--- src/rtl/pipeline_hazard_ctrl_pkg.sv ---
// Shared types and helpers for the pipeline stall/flush sequencer.
// Holds state encodings, the control-bit bundle and the wait counter sizing helper.
package pipeline_hazard_ctrl_pkg;

  localparam int REG_NUM = 5;

  typedef enum logic [1:0] {
    HZ_RUN       = 2'd0,
    HZ_LU_BUBBLE = 2'd1,
    HZ_MEM_WAIT  = 2'd2
  } hz_state_e;

  // Bit order of any packed stall/flush bus, MSB first.
  typedef struct packed {
    logic stall_pc;
    logic stall_ifid;
    logic stall_idex;
    logic stall_exmem;
    logic flush_ifid;
    logic flush_idex;
    logic flush_memwb;
  } hz_ctl_t;

  function automatic int wait_cnt_width(input int timeout);
    return (timeout == 0) ? 1 : $clog2(timeout + 1);
  endfunction

endpackage

--- src/rtl/pipeline_hazard_ctrl_lu_detect.sv ---
// Load-use comparator: the instruction in ID reads a register that the load in EX
// has not produced yet. Register 0 is hardwired and never creates a hazard.
module hazard_load_use_detect #(
  parameter int REG_W = 5
) (
  input  logic [REG_W-1:0] id_rs1,
  input  logic [REG_W-1:0] id_rs2,
  input  logic             id_rs1_re,
  input  logic             id_rs2_re,
  input  logic [REG_W-1:0] ex_rd,
  input  logic             ex_mem_read,
  output logic             lu_hit
);

  logic rs1_match;
  logic rs2_match;

  assign rs1_match = id_rs1_re && (id_rs1 == ex_rd);
  assign rs2_match = id_rs2_re && (id_rs2 == ex_rd);
  assign lu_hit    = ex_mem_read && (ex_rd != '0) && (rs1_match || rs2_match);

endmodule

--- src/rtl/pipeline_hazard_ctrl.sv ---
// Stall/flush sequencer for the PC, IF/ID, ID/EX, EX/MEM and MEM/WB registers.
//
//   state        | meaning
//   HZ_RUN       | pipe flowing; single-cycle load-use bubble or branch squash as needed
//   HZ_LU_BUBBLE | extra load-use bubbles while lu_cnt counts down to 1
//   HZ_MEM_WAIT  | pipe frozen until mem_ready or the wait limit; pending redirect held
module pipeline_hazard_ctrl
  import pipeline_hazard_ctrl_pkg::*;
#(
  parameter int REG_W       = REG_NUM,
  parameter int LU_BUBBLES  = 1,
  parameter int MEM_TIMEOUT = 64,
  parameter int CNT_W       = 32
) (
  input  logic             clk,
  input  logic             rst,
  input  logic [REG_W-1:0] id_rs1,
  input  logic [REG_W-1:0] id_rs2,
  input  logic             id_rs1_re,
  input  logic             id_rs2_re,
  input  logic [REG_W-1:0] ex_rd,
  input  logic             ex_mem_read,
  input  logic             ex_branch_taken,
  input  logic             mem_req,
  input  logic             mem_ready,
  output logic             stall_pc,
  output logic             stall_ifid,
  output logic             stall_idex,
  output logic             stall_exmem,
  output logic             flush_ifid,
  output logic             flush_idex,
  output logic             flush_memwb,
  output logic             mem_timeout,
  output logic [CNT_W-1:0] stall_cycles
);

  localparam int         WAIT_W    = wait_cnt_width(MEM_TIMEOUT);
  localparam logic [2:0] LU_RELOAD = 3'(LU_BUBBLES - 1);

  hz_state_e   state;
  logic [2:0]  lu_cnt;
  logic [WAIT_W-1:0] wait_cnt;
  logic        redirect_pend;
  logic        lu_hit;
  logic        memw;
  logic        wait_expired;
  logic        release_now;
  hz_ctl_t     ctl;

  hazard_load_use_detect #(.REG_W(REG_W)) u_lu_detect (
    .id_rs1      (id_rs1),
    .id_rs2      (id_rs2),
    .id_rs1_re   (id_rs1_re),
    .id_rs2_re   (id_rs2_re),
    .ex_rd       (ex_rd),
    .ex_mem_read (ex_mem_read),
    .lu_hit      (lu_hit)
  );

  assign memw         = mem_req && !mem_ready;
  assign wait_expired = (MEM_TIMEOUT != 0) && (wait_cnt >= WAIT_W'(MEM_TIMEOUT));
  assign release_now  = (state == HZ_MEM_WAIT) && (mem_ready || wait_expired);

  always_comb begin
    ctl = '0;
    if (rst) begin
      ctl.flush_ifid  = 1'b1;
      ctl.flush_idex  = 1'b1;
      ctl.flush_memwb = 1'b1;
    end else begin
      case (state)
        HZ_MEM_WAIT: begin
          if (release_now) begin
            ctl.flush_ifid = redirect_pend || ex_branch_taken;
            ctl.flush_idex = redirect_pend || ex_branch_taken;
          end else begin
            ctl.stall_pc    = 1'b1;
            ctl.stall_ifid  = 1'b1;
            ctl.stall_idex  = 1'b1;
            ctl.stall_exmem = 1'b1;
            ctl.flush_memwb = 1'b1;
          end
        end
        default: begin
          if (memw) begin
            ctl.stall_pc    = 1'b1;
            ctl.stall_ifid  = 1'b1;
            ctl.stall_idex  = 1'b1;
            ctl.stall_exmem = 1'b1;
            ctl.flush_memwb = 1'b1;
          end else if (ex_branch_taken) begin
            ctl.flush_ifid = 1'b1;
            ctl.flush_idex = 1'b1;
          end else if (lu_hit || (state == HZ_LU_BUBBLE)) begin
            ctl.stall_pc   = 1'b1;
            ctl.stall_ifid = 1'b1;
            ctl.flush_idex = 1'b1;
          end
        end
      endcase
    end
  end

  assign stall_pc    = ctl.stall_pc;
  assign stall_ifid  = ctl.stall_ifid;
  assign stall_idex  = ctl.stall_idex;
  assign stall_exmem = ctl.stall_exmem;
  assign flush_ifid  = ctl.flush_ifid;
  assign flush_idex  = ctl.flush_idex;
  assign flush_memwb = ctl.flush_memwb;

  always_ff @(posedge clk) begin
    if (rst) begin
      state         <= HZ_RUN;
      lu_cnt        <= '0;
      wait_cnt      <= '0;
      redirect_pend <= 1'b0;
      mem_timeout   <= 1'b0;
      stall_cycles  <= '0;
    end else begin
      if (ctl.stall_pc && (stall_cycles != {CNT_W{1'b1}}))
        stall_cycles <= stall_cycles + 1'b1;

      case (state)
        HZ_RUN: begin
          if (memw) begin
            wait_cnt      <= WAIT_W'(1);
            redirect_pend <= ex_branch_taken;
            state         <= HZ_MEM_WAIT;
          end else if (!ex_branch_taken && lu_hit && (LU_BUBBLES > 1)) begin
            lu_cnt <= LU_RELOAD;
            state  <= HZ_LU_BUBBLE;
          end
        end
        HZ_LU_BUBBLE: begin
          // A memory wait swallows the remaining bubbles: it already covers the load latency.
          if (memw) begin
            wait_cnt      <= WAIT_W'(1);
            redirect_pend <= ex_branch_taken;
            state         <= HZ_MEM_WAIT;
          end else if (ex_branch_taken) begin
            state <= HZ_RUN;
          end else begin
            lu_cnt <= lu_cnt - 1'b1;
            if (lu_cnt == 3'd1)
              state <= HZ_RUN;
          end
        end
        HZ_MEM_WAIT: begin
          if (release_now) begin
            redirect_pend <= 1'b0;
            state         <= HZ_RUN;
            if (!mem_ready)
              mem_timeout <= 1'b1;
          end else begin
            if (wait_cnt != {WAIT_W{1'b1}})
              wait_cnt <= wait_cnt + 1'b1;
            redirect_pend <= redirect_pend || ex_branch_taken;
          end
        end
        default: state <= HZ_RUN;
      endcase
    end
  end

endmodule
--- config.mk ---
export PLATFORM = sky130hd
export DESIGN_NAME = pipeline_hazard_ctrl
export DESIGN_NICKNAME = d
export VERILOG_FILES = /design/src/rtl/pipeline_hazard_ctrl_pkg.sv /design/src/rtl/pipeline_hazard_ctrl_lu_detect.sv /design/src/rtl/pipeline_hazard_ctrl.sv
export SDC_FILE = /design/constraint.sdc
export NUM_CORES = 1
export LEC_CHECK = 0
export BUFFER_PORTS_ARGS = -buffer_cell sky130_fd_sc_hd__buf_2
export CAP_MARGIN = 20
export CORE_MARGIN = 1.5
export CORE_UTILIZATION = 45
export CTS_CLUSTER_SIZE = 40
export DETAILED_ROUTE_END_ITERATION = 8
export PLACE_DENSITY = 0.77
export SKIP_LAST_GASP = 1
export SLEW_MARGIN = 30
export SYNTH_ARGS = -nofsm -noshare
export SYNTH_HDL_FRONTEND = slang
export SYNTH_SLANG_ARGS = --single-unit
--- constraint.sdc ---
create_clock -name clk -period 6 [get_ports clk]
set_input_delay 0 -clock clk [delete_from_list [all_inputs] [get_ports clk]]
set_output_delay 0 -clock clk [all_outputs]
set_load 0.02 [all_outputs]
==> summary.md <==
| Metric | Value |
|---|---|
| Status | `completed` |
| Syn Inst Count | `282` |
| Critical path type | `reg -> reg` |
| Total Wirelength | `5760 um` |
| DRC Markers | `0` |
| DIE AREA | `5700 um2` |
| Root Driver | `clkbuf_8` |
| Area grow syn2layout | `20.0%` |
| First-pass GRT wire length | `9090 um` |
| Post-cts sizing count | `0` |
| Reg2reg path depth | `7` |
| Initial antenna violation count | `0` |
| Final Slew Violations | `0` |
| Synthesized area | `2370 um2` |
| HP Class | `in -> reg` |
| Final cell count without fillers | `406` |
| GRT overflow | `0` |
| Input/output buffers | `62` |
| Final Core Density | `0.560` |
| Hold_sp | `mem_ready` |
| Worst R2R End | `stall_cycles[18]` |
| Clk slew on worst S/H paths | `about 0.08 ns` |
| Critical path endpoint category | `flop` |
| Worst-skew pair later-pin latency | `0.29 ns` |
| Die Height | `75.5 um` |
| Pwr Density | `214 nW/um2` |
| Crit path cell chain | `nand2b_1 -> a21oi_1 -> and2_1 -> a21oi_4 -> buf_16 -> or4_1 -> a21oi_1` |
| Ys Warns | `0` |
| Initial detailed-routing violation count | `175` |
| DR pass1 iterations | `5` |
| Final nets | `360` |
| Routability Congestion | `approximately 0.93` |
| Post-CTS setup buffers | `0` |
| Number of inserted diodes | `0` |
| Reg2reg start | `state[1]` |
| CTS tree | `yes` |
| Worst Tran Pin Value | `0.711 ns` |
| CP bufs+invs | `1` |
| Total Neg Setup Slack | `0 ns` |
| Main synth FF type | `dfxtp_1` |
| ANT nets after route | `0` |
| FILL cells | `484` |
| Lkg Pwr | `approximately 1.1 nW` |
| Max_cap viols | `0` |
| Worst Hold End | `mem_timeout` |
| Yosys reg bits | `42` |
| Cell Count Post-Placement | `398` |
| Critical Path Fanout Max | `30` |
| Fraction of registers with async set or reset after synthesis | `0` |
| GRT Util Overall | `0.203` |
| # H-tree levels | `2` |
| DP HPWL | `4120 um` |
| Cell mode on critical path | `a21oi_1` |
| Per-cell routed wire length | `14.2 um` |
| Max Clk Rate | `0.392 GHz` |
| Syn_nets | `307` |
| Initial Util | `0.466` |
| Syn_area_per_cell | `between 8 and 9 um2` |
| R2R Setup Slk | `approximately 3.4 ns` |
| Share of cells above drive strength 1 | `0.247` |
| Maximum number of pins on one net before global-route repair | `39` |
| CP Launch Type | `flop` |
| VDD IR max | `0.0000850 V` |
| Die W | `75.5 um` |
| Setup Viol. Count Final | `0` |
| Ports | `63` |
| Slowest cell on crit path | `a21oi_1` |
| Clock Tree Buf Depth | `2` |
| Post-DR vias/cell | `around 5.8` |
| Slew HR | `0.525` |
| # clock sinks | `42` |
| Hold path depth | `4` |
| Fin crit period | `2.55 ns` |
| Final hold vios | `0` |
| CP top delay family | `simple AND/OR/NAND/NOR gates` |
| Largest stage delay, worst path | `0.54 ns` |
| Rows | `26` |
| Register area share after synthesis | `0.355` |
| Synth unique cells | `43` |
| Routed vias | `2346` |
| Worst Path Arrival | `2.76 ns` |
| CTS Buf Count | `5` |
| Vias in the first global route | `~2100` |
| Design Area, Final | `2840 um2` |
| # hold bufs at CTS | `0` |
| Setup repair after global routing missed its margin | `false` |
| Post-synth EDFFs | `0` |
| Hold slack | `0.0847 ns` |
| Core area | `5070 um2` |
| Crit path required time | `6.21 ns` |
| Part of the cycle the worst path needs | `0.425` |
| DP Area | `between 2000 and 3000 um2` |
| Clock Skew | `0.00943 ns` |
cell families after synthesis:
logic type,synth area share
buffers and inverters,0.0528
DFF,0.355
AOI/OAI and AO/OA,0.197
xor gates and xnor gates,0.0481
adders and majority gates,0.0106
and+or+nand+nor,0.322
muxes,0.0143
state kept, by name, indices dropped and copies added, names as in the netlist:
name	flops
mem_timeout	1
wait_cnt	7
state	1
stall_cycles	32
redirect_pend	1
cell type report:
| type | instances | area, um2 | area share |
|---|---|---|---|
| repair buffers | 63 | 338 | 0.119 |
| flip-flops and latches | 42 | 841 | 0.296 |
| well taps | 70 | 87.6 | 0.0308 |
| multi-input cells | 215 | 1400 | 0.493 |
| clock inverters | 2 | 60.1 | 0.0211 |
| inverters | 8 | 30.0 | 0.0106 |
| clock buffers | 6 | 82.6 | 0.0291 |
cells in the final DEF (no fill, tap or decap), drive strengths merged:
master	Yosys	layout
ha	2	2
nor3	3	3
o41ai	2	2
xor2	2	2
a31o	1	1
or3	12	12
and3	6	6
a22oi	1	1
nand3	16	16
o311ai	2	2
inv	8	8
o31ai	13	13
and4	4	4
dfxtp	42	42
o21a	4	4
and2	3	3
or4	15	15
nand4	14	14
and2b	1	1
a21oi	33	33
and4bb	1	1
nor2	17	17
o22ai	2	2
clkbuf	9	6
xnor2	11	11
nor2b	2	2
o21ai	15	15
nand3b	2	2
o31a	2	2
a31oi	1	1
nand2	16	16
bufinv	0	2
buf	8	63
nor4b	1	1
nand2b	3	3
nor4	4	4
mux2	3	3
or2	1	1
cells in the mapped netlist (2+ instances only):
library cell	count	area [um2]
a21oi_1	32	160
and2_1	3	18.8
and3_1	4	25.0
and3_4	2	22.5
and4_1	4	35.0
buf_4	6	45.0
clkbuf_1	9	33.8
dfxtp_1	42	841
ha_1	2	25.0
inv_1	8	30.0
mux2_2	3	33.8
nand2_1	16	60.1
nand2b_1	3	18.8
nand3_1	16	80.1
nand3b_1	2	15.0
nand4_1	12	75.1
nand4_4	2	42.5
nor2_1	17	63.8
nor2b_1	2	12.5
nor3_1	3	15.0
nor4_1	3	18.8
o21a_1	4	30.0
o21ai_0	15	75.1
o22ai_1	2	12.5
o311ai_0	2	17.5
o31a_1	2	17.5
o31ai_1	13	97.6
o41ai_1	2	17.5
or3_1	12	75.1
or4_1	15	113
xnor2_1	11	96.3
xor2_1	2	17.5
per-stage QoR:
| step | total power, mW | worst slack (ns) |
|---|---|---|
| finish | 0.608 | 3.45 |
| global route | 0.632 | 3.26 |
| CTS | 0.614 | 3.46 |
| detailed placement | 0.341 | 3.50 |
| global placement | 0.337 | 3.52 |
| floorplan | 0.324 | 3.91 |
layer usage:
layer	wire length, um	up-vias	part of all wire	track usage
li1	-	1166	-	-
met1	2610	1100	0.45	0.254
met2	2710	73	0.47	0.344
met3	366	7	0.064	0.0450
met4	70	0	0.012	0.0734
met5	0	-	0	0
power breakdown:
| part | internal, mW | leakage, nW | total, mW | switching [mW] |
|---|---|---|---|---|
| registers | 0.281 | 0.339 | 0.283 | 0.00238 |
| logic | 0.0208 | 0.675 | 0.0518 | 0.0310 |
| clock network | 0.177 | 0.0714 | 0.273 | 0.0956 |
| total | 0.479 | 1.08 | 0.608 | 0.129 |
worst min-delay path, cell delays in order:
cell and delay, ns:
buf_2 0.12, inv_1 0.09, a21oi_1 0.07, nor2_1 0.06
worst max path at each step:
stage	start	to	slack, ns	depth (start not counted)
after floorplan	stall_cycles[0]	stall_cycles[18]	3.91	8
after global placement	rst	stall_cycles[27]	3.52	6
after detailed placement	state[1]	stall_cycles[22]	3.50	7
after CTS	state[1]	stall_cycles[18]	3.46	7
after global routing	stall_cycles[0]	stall_cycles[25]	3.26	7
final	state[1]	stall_cycles[18]	3.45	7
No activity file was read; power rests on OpenSTA's default activity.
